File: src/rtl/uart_rx_arb_pkg.sv
// Shared definitions for the UART receive arbiter: the output-register FSM
// encoding and the width of the per-channel byte counters.
// Optional feature macro: UART_RX_ARB_CNT_EN (per-channel byte counters).
package uart_rx_arb_pkg;

  // EMPTY: output register holds nothing; FULL: o_data/o_chan are valid.
  typedef enum logic {
    EMPTY = 1'b0,
    FULL  = 1'b1
  } arb_state_t;

  localparam int CNT_W = 16;

endpackage

File: src/rtl/uart_rx_arb_rr_pick.sv
// Round-robin picker: first set bit of req searching upward from rr_ptr, with wrap-around.
// Latency: purely combinational.
// Backpressure: none; the caller decides whether the pick is used.
// Ports: req (request vector), rr_ptr (search start), grant_valid (any request),
//        grant_idx (chosen channel, 0 when grant_valid=0).
module rr_pick #(
  parameter int NCH = 4,
  parameter int CW  = 2
) (
  input  logic [NCH-1:0] req,
  input  logic [CW-1:0]  rr_ptr,
  output logic           grant_valid,
  output logic [CW-1:0]  grant_idx
);

  logic [CW-1:0] idx;

  // Scan from the farthest offset down to offset 0, so the request closest
  // to rr_ptr overwrites any later one and ends up as the winner.
  always_comb begin
    grant_valid = 1'b0;
    grant_idx   = '0;
    idx         = '0;
    for (int k = NCH - 1; k >= 0; k--) begin
      idx = CW'((int'(rr_ptr) + k) % NCH);
      if (req[idx]) begin
        grant_valid = 1'b1;
        grant_idx   = idx;
      end
    end
  end

endmodule

File: src/rtl/uart_rx_arb.sv
// Round-robin arbiter merging NCH UART receive FIFOs into one byte stream.
// Latency: 1 cycle from a request in a load slot to o_valid; 1 byte/cycle sustained.
// Backpressure: o_ready=0 holds the output register and blocks further pops.
// Ports: clk, rst (sync, active-high), en, ch_mask, fifo_out/fifo_empty/fifo_read
//        (per-channel FIFO heads and pop strobes), o_data/o_chan/o_valid/o_ready
//        (output handshake), cnt_sel/cnt_out (byte-counter readback).
// Optional feature macro: UART_RX_ARB_CNT_EN enables per-channel 16-bit
// saturating byte counters; without it cnt_out is tied to 0.
module uart_rx_arb
  import uart_rx_arb_pkg::*;
#(
  parameter int NCH = 4,
  parameter int CW  = 2
) (
  input  logic             clk,
  input  logic             rst,
  input  logic             en,
  input  logic [NCH-1:0]   ch_mask,
  input  logic [8*NCH-1:0] fifo_out,
  input  logic [NCH-1:0]   fifo_empty,
  output logic [NCH-1:0]   fifo_read,
  output logic [7:0]       o_data,
  output logic [CW-1:0]    o_chan,
  output logic             o_valid,
  input  logic             o_ready,
  input  logic [CW-1:0]    cnt_sel,
  output logic [CNT_W-1:0] cnt_out
);

  arb_state_t     state, state_nxt;
  logic [CW-1:0]  rr_ptr;
  logic [NCH-1:0] req;
  logic           grant_valid;
  logic [CW-1:0]  grant_idx;
  logic           load;
  logic           grant;

  assign req = ~fifo_empty & ch_mask;

  rr_pick #(
    .NCH(NCH),
    .CW (CW)
  ) u_rr_pick (
    .req        (req),
    .rr_ptr     (rr_ptr),
    .grant_valid(grant_valid),
    .grant_idx  (grant_idx)
  );

  always_ff @(posedge clk) begin
    if (rst) begin
      state <= EMPTY;
    end else begin
      state <= state_nxt;
    end
  end

  // A load slot exists when the output register is free or being drained this
  // cycle. The pop strobe is gated by rst so a reset cycle never consumes a byte.
  always_comb begin
    state_nxt = state;
    load      = 1'b0;
    grant     = 1'b0;
    fifo_read = '0;
    load      = en && (state == EMPTY || o_ready);
    grant     = load && grant_valid && !rst;
    if (grant) begin
      fifo_read[grant_idx] = 1'b1;
    end
    case (state)
      EMPTY:   if (grant) state_nxt = FULL;
      FULL:    if (o_ready && !grant) state_nxt = EMPTY;
      default: state_nxt = EMPTY;
    endcase
  end

  assign o_valid = (state == FULL);

  always_ff @(posedge clk) begin
    if (rst) begin
      o_data <= '0;
      o_chan <= '0;
      rr_ptr <= '0;
    end else if (grant) begin
      o_data <= fifo_out[8*grant_idx +: 8];
      o_chan <= grant_idx;
      rr_ptr <= (grant_idx == CW'(NCH - 1)) ? '0 : grant_idx + 1'b1;
    end
  end

`ifdef UART_RX_ARB_CNT_EN
  logic [CNT_W-1:0] cnt [NCH];

  always_ff @(posedge clk) begin
    if (rst) begin
      for (int i = 0; i < NCH; i++) cnt[i] <= '0;
      cnt_out <= '0;
    end else begin
      for (int i = 0; i < NCH; i++) begin
        if (fifo_read[i] && cnt[i] != '1) cnt[i] <= cnt[i] + 1'b1;
      end
      cnt_out <= cnt[cnt_sel];
    end
  end
`else
  logic cnt_sel_unused;
  assign cnt_sel_unused = ^cnt_sel;
  assign cnt_out        = '0;
`endif

endmodule

File: config.mk
export PLATFORM = sky130hd
export DESIGN_NAME = uart_rx_arb
export DESIGN_NICKNAME = d
export VERILOG_FILES = /design/src/rtl/uart_rx_arb_pkg.sv /design/src/rtl/uart_rx_arb_rr_pick.sv /design/src/rtl/uart_rx_arb.sv
export SDC_FILE = /design/constraint.sdc
export NUM_CORES = 1
export LEC_CHECK = 0
export BUFFER_PORTS_ARGS = -buffer_cell sky130_fd_sc_hd__buf_4
export CORE_ASPECT_RATIO = 0.75
export CORE_MARGIN = 1
export CORE_UTILIZATION = 36
export CTS_CLUSTER_DIAMETER = 200
export DETAILED_ROUTE_END_ITERATION = 16
export HOLD_SLACK_MARGIN = 0.03
export MAX_ROUTING_LAYER = met4
export PLACE_DENSITY = 0.73
export REMOVE_ABC_BUFFERS = 1
export SETUP_SLACK_MARGIN = 0.2
export SLEW_MARGIN = 5
export SYNTH_ARGS = -nofsm -noshare
export SYNTH_HDL_FRONTEND = slang
export SYNTH_SLANG_ARGS = --single-unit
export TNS_END_PERCENT = 10
File: constraint.sdc
create_clock -name clk -period 2.9 [get_ports clk]
set_clock_uncertainty 0.05 [all_clocks]
set_input_delay 0.87 -clock clk [delete_from_list [all_inputs] [get_ports clk]]
set_output_delay 0.87 -clock clk [all_outputs]
set_load 0.01 [all_outputs]
==> results_dict.tcl, run 1 <==
set metrics [dict create \
    status "complete, but fails checks" \
    violations "negative setup slack" \
    post-route-period-util 1.04 \
    grt_overflow 0 \
    timing.critical_path.mode_cell "buf_6" \
    portBuffers 58 \
    pre_cts_ws_ns -0.237 \
    grt_pass1_wl_mm 4.20 \
    grt_pass1_vias 994 \
    cpLargestDelayFamily "simple AND/OR/NAND/NOR gates" \
    clock_sinks 13 \
    ir_drop_uv 243 \
    cts_buffers 3 \
    clk-insertion-delay-late_ns 0.24 \
    num_antenna_cells 0 \
    cp-startpoint "ch_mask[3]" \
    place.gp.congestion 0.780 \
    drt-met1-wl_mm 1.12 \
    drtIter0Drc 25 \
    drt-wirelength-per-cell_um 12.6 \
    end_kind "output port" \
    avgSynthCellArea_um2 9.30 \
    power_mw 0.601 \
    clk_pin_slew_ns 0.05 \
    fin_ws_ns -0.110 \
    min_path_type "flop to flop" \
    crit_buf_inv 3 \
    rsz0062_at_grt "true" \
    vias 1073 \
    power_density_nw_per_um2 356 \
    hold_buffers 0 \
    place_area_um2 1500 \
    dr_wl_met3_um 226 \
    setup_tns_ns -0.380 \
    dieArea_um2 3060 \
    ctsHtreeMaxLevel 1 \
    drt-total-wl_mm 2.79 \
    grt_start_max_net_pins 12 \
    power_leakage_nw 0.792 \
    antenna_found_initial 0 \
    boundaryPins 77 \
    die_y_um 48.2 \
    rows 16 \
    synth_largest_area_cell "dfxtp_1" \
    drt.antenna.violating_nets 0 \
    tritoncts "done" \
    clk_root_buffer_cell "clkbuf_8" \
    fmax_mhz 332 \
    period_needed_ns 3.01 \
    drcViolationCount 0 \
    routed.top_layer "met4" \
    dr_wl_met2_mm 1.43 \
    ys_ff_latch 13 \
    hold_viol 0 \
    yosysWarnings 0 \
    final_area_um2 1690 \
    arrival_ns 2.09 \
    critPathMaxFanout 5 \
    path_class "input pin to output port" \
    drv_cap 0 \
    vias_per_cell 4.83 \
    hpwl_mm 2.12 \
    final_cell_count_no_fill 222 \
    core_um2 2660 \
    first_pass_iters 4 \
    yosysUniqueCellTypes 34 \
    clk_path_buf_depth 2 \
    netlist_instances 110 \
    setup_viol 4 \
    startpoint_type "input pin" \
    crit_chain "buf_6, nor2b_4, or3b_1, and3_4, clkinv_4, ha_4, and2_4, buf_6" \
    slowest_delay_ns 0.36 \
    synthTopCellsByArea "dfxtp_1 (25%), mux2i_1 (16%), buf_4 (12%), o221ai_1 (6.0%), ha_1 (4.9%)" \
    critical-path-slowest-cell "or3b_1" \
    dp_cells 212 \
    syn_to_final_growth_pct 64.9 \
    crit_required_ns 1.98 \
    drive_above_1_share 0.532 \
    min-delay-start "o_chan[0]" \
    syn_area_um2 1020 \
    grt_use_total 0.188 \
    nets 237 \
    ys_seq_area_frac 0.254 \
    r2r_start "rr_ptr[0]" \
    initial_utilization 0.384 \
    die_w_um 63.6 \
    synth_top_area_frac 0.254 \
    slew_violations 0 \
]
-- cell families (layout without fill, tap and decap cells) --
kind of cell             Yosys count  after routing  share of synthesized area
adder cells (fa/ha/maj)            4              4                     0.0489
multiplexers                      16             16                      0.156
flip-flops                        13             13                      0.254
other                              1             16                    0.00366
buffers and inverters             25             86                      0.182
AO/OA/AOI/OAI                     21             21                      0.166
AND/OR/NAND/NOR                   30             30                      0.188
-- synth_stat cells --
master	number
o21ai_0	4
nand2b_1	3
buf_6	3
buf_2	1
a211oi_1	1
a31o_2	1
or3b_1	1
ha_1	4
nand4bb_1	1
nand2_1	4
conb_1	1
o221ai_1	7
mux2i_1	16
o211ai_2	1
a21oi_2	1
and2_1	4
a21oi_1	3
and3_1	1
clkinv_4	1
nand3_1	9
o31a_1	1
dfxtp_1	13
nor2b_1	1
nor2b_4	1
nor3b_1	1
o221ai_2	1
nand2b_4	1
clkinv_1	1
a31oi_2	1
buf_4	17
inv_1	2
nand2_2	1
nand2_4	1
nor2_1	1
-- path summary, 6_finish.rpt --
path	endpoint	slack, ns	depth (start not counted)
setup / recovery	fifo_read[0]	-0.11	8
hold / removal	o_chan[0]	0.41	2
setup reg to reg	o_data[3]	1.08	9
hold reg to reg	o_chan[0]	0.41	2
-- state kept, by name (all words and copies together), names as in the netlist --
| name | cells |
|---|---|
| o_chan | 2 |
| o_data | 8 |
| o_valid | 1 |
| rr_ptr | 2 |
-- cell type report --
| cell class | instances | area [um^2] |
|---|---|---|
| fillers | 235 | 975 |
| inverters | 4 | 20.0 |
| well taps | 36 | 45.0 |
| repair buffers | 78 | 616 |
| flip-flops and latches | 13 | 260 |
| clock buffers | 4 | 45.0 |
| multi-input cells | 87 | 702 |
-- routing by layer --
layer / vias up / track usage
met4: 0 / 0.0636
met1: 501 / 0.203
met3: 2 / 0.0631
met2: 50 / 0.338
li1: 520 / -
met5: - / -
-- worst reg2reg max path, stage by stage, from the launching register on --
cell and delay, ns:
dfxtp_1 0.36, nand4bb_1 0.17, o31a_1 0.15, and3_4 0.26
clkinv_4 0.10, buf_4 0.14, buf_4 0.12, buf_4 0.13
nand2_4 0.10, o221ai_1 0.11
-- where the power goes --
group,internal (mW),leakage (nW),switching [mW]
Combinational,0.130,0.662,0.101
Clock,0.0972,0.0228,0.0673
Sequential,0.195,0.107,0.0107
Total,0.422,0.792,0.179
-- cell usage in the layout (no fill, tap or decap), types with 2 or more instances in the layout --
master / n
a21oi_1: 3
and2_1: 2
and2_4: 2
buf_4: 70
buf_6: 8
clkbuf_8: 3
conb_1: 16
dfxtp_1: 13
ha_4: 4
mux2i_1: 16
nand2_1: 4
nand2b_1: 3
nand3_1: 9
o21ai_0: 2
o21ai_1: 2
o221ai_1: 7
-- stage by stage --
stage	hold slack [ns]	utilization
global placement	0.398	0.563
finish	0.414	0.634
global route	0.437	0.634
CTS	0.415	0.627
floorplan	0.424	-
detailed placement	0.405	0.563
-- what timing repair did --
item / in CTS / in global routing
cloned: 0 / 0
endpoints found under the setup margin: 4 / 4
gates resized for setup: 22 / 2
buffers inserted: 4 / 2
pin swaps: 5 / 5
No activity file was read; power rests on OpenSTA's default activity.
==> inputs of run 2 (changes only) <==
- ABC_AREA: default -> 1
- CORE_UTILIZATION: 36 -> 39
==> results_dict.tcl, run 2 <==
set metrics [dict create \
    p_int_mw 0.599 \
    synth_most_common_cell "nand2_1" \
    drcViolationCount 0 \
    p_switching_mw 0.396 \
    critPathMaxFanout 3 \
    r2r_start "rr_ptr[0]" \
    core_um2 3020 \
    hpwl_mm 2.52 \
    antenna_found_initial 0 \
    setup_viol 4 \
    layout_commonest_cell "buf_4" \
    startpoint_type "input pin" \
    pre_cts_ws_ns -0.318 \
    grt_util_met3 0.0536 \
    final_area_um2 2160 \
    post-route-period-util 1.08 \
    grt_pass1_wl_mm 5.42 \
    grtUsageMet1 0.262 \
    synth_top_area_frac 0.205 \
    violations "negative setup slack" \
    die_y_um 51.4 \
    synthTopCellsByCount "nand2_1 (58), nand3_1 (40), buf_4 (19), inv_1 (19), dfxtp_1 (13)" \
    grt.busiest_layer "met2" \
    p_comb_frac 0.607 \
    clk-insertion-delay-late_ns 0.24 \
    rsz0062_at_grt "true" \
    slowest_delay_ns 0.15 \
    clk_path_buf_depth 2 \
    top_regs "o_data x8, o_chan x2, rr_ptr x2" \
    drive_above_1_share 0.531 \
    crit_required_ns 1.98 \
    synthTopCellsByArea "dfxtp_1 (21%), nand2_1 (17%), nand3_1 (16%), buf_4 (11%), inv_1 (5.6%)" \
    met2_usage 0.356 \
    place_area_um2 1780 \
    nets 343 \
    synth_largest_area_cell "dfxtp_1" \
    drt.antenna.violating_nets 0 \
    rows 17 \
    clk_root_buffer_cell "clkbuf_8" \
    regArea_um2 262 \
    final_cell_mix "buf_4 (87), nand2_1 (50), nand3_1 (33)" \
    clk_pin_slew_ns 0.05 \
    place.gp.congestion 0.836 \
    cp-startpoint "fifo_empty[2]" \
    die_w_um 67.9 \
    boundaryPins 77 \
    fin_util 0.716 \
    timing.critical_path.mode_cell "buf_6" \
    netlist_instances 200 \
    yosysUniqueCellTypes 23 \
    clock_sinks 13 \
    grt_start_max_net_pins 12 \
    pwr-share-seq 0.230 \
    ctsHtreeMaxLevel 1 \
    ys_ff_latch 13 \
    hold_buffers 0 \
    arrival_ns 2.20 \
    cts_buffers 3 \
    min-delay-start "o_data[0]" \
    drt-total-wl_mm 3.95 \
    end_kind "output port" \
    path_class "input pin to output port" \
    largest_reg_flops 8 \
    status "complete, but fails checks" \
    portBuffers 58 \
    avgSynthCellArea_um2 6.34 \
    power_density_nw_per_um2 460 \
    grt_use_total 0.212 \
    syn_to_final_growth_pct 70.5 \
    clkPwrFrac 0.163 \
    drt-wirelength-per-cell_um 12.0 \
    ir_drop_uv 276 \
    power_leakage_nw 1.16 \
    drv_cap 0 \
    fill_cells 233 \
    first_pass_iters 4 \
    regMostFlops "o_data" \
    yosysWarnings 0 \
    switching_share 0.398 \
    min_path_type "flop to flop" \
    period_needed_ns 3.12 \
    slew_violations 0 \
    vias 1529 \
    initial_utilization 0.420 \
    dieArea_um2 3490 \
    crit_chain "buf_6, inv_4, nand3_2, nand2_2, buf_4, nand3_2, nand2_1, nand2_1, nand2_2, nand2_4, buf_6, ha_4, inv_4, nor2_4, buf_6" \
    ys_seq_area_frac 0.205 \
    async_reset_ff_frac 0 \
    synth_edf_count 0 \
    tritoncts "done" \
    multi_input_area_um2 946 \
    syn_area_um2 1270 \
    grt_overflow 0 \
    drtIter0Drc 52 \
    vias_per_cell 4.63 \
    num_antenna_cells 0 \
    synth_ff_type "dfxtp_1" \
    critical-path-slowest-cell "ha_4" \
    fin_ws_ns -0.221 \
    fmax_mhz 320 \
    grt_pass1_vias 1298 \
    hold_viol 0 \
]
run 2: cell type report:
| type | count | share of cell area |
|---|---|---|
| well taps | 38 | 0.0220 |
| clock buffers | 4 | 0.0208 |
| multi-input cells | 156 | 0.437 |
| inverters | 23 | 0.0503 |
| flip-flops and latches | 13 | 0.121 |
| repair buffers | 96 | 0.349 |
run 2: worst max-delay path, delay by kind of cell:
| family | cells | cell delay (ns) |
|---|---|---|
| AND/OR/NAND/NOR | 8 | 0.61 |
| buffers and inverters | 6 | 0.55 |
| adder cells (fa/ha/maj) | 1 | 0.15 |
run 2: power by group through the flow:
stage	logic [mW]	registers, mW	clock network, mW
CTS	0.525	0.226	0.166
finish	0.604	0.229	0.162
floorplan	0.230	0.240	0
detailed placement	0.443	0.228	0
global placement	0.439	0.228	0
global route	0.661	0.232	0.174
run 2: what timing repair did:
item	4_1_cts	5_1_grt
setup buffers	13	4
setup endpoints to repair	4	4
pin swaps	18	19
endpoints found under the hold margin	0	0
resized for setup	32	31
run 2: final timing paths:
path / to / slack [ns] / cells past startpoint
min reg2reg: o_data[0] / 0.43 / 2
min: o_data[0] / 0.43 / 2
max reg2reg: o_data[3] / 0.41 / 15
max: fifo_read[0] / -0.22 / 15
run 2: cell families (layout without fill, tap and decap cells):
kind of cell               count (synthesis)  count (layout)  share of synthesized area
other                                      1              16                    0.00296
DFF                                       13              13                      0.205
and+or+nand+nor                          125             125                      0.477
AOI/OAI and AO/OA                          9               9                     0.0355
adders and majority gates                  4               4                     0.0394
buffers and inverters                     46             123                      0.220
xor gates and xnor gates                   2               2                     0.0197
run 2: metal layers:
layer,share of wire,routed length (um)
met1,0.41,1640
met2,0.49,1940
met3,0.076,299
met4,0.020,81
met5,0,0
run 2: through the flow:
stage / std cells / hold slack (ns) / TNS, ns / total power, mW
2_1_floorplan: 192 / 0.444 / -0.232 / 0.469
3_3_place_gp: 309 / 0.413 / -0.950 / 0.667
3_5_place_dp: 309 / 0.415 / -1.20 / 0.671
4_1_cts: 326 / 0.424 / -0.664 / 0.917
5_1_grt: 330 / 0.452 / -1.17 / 1.07
6_report: 330 / 0.429 / -0.848 / 0.995
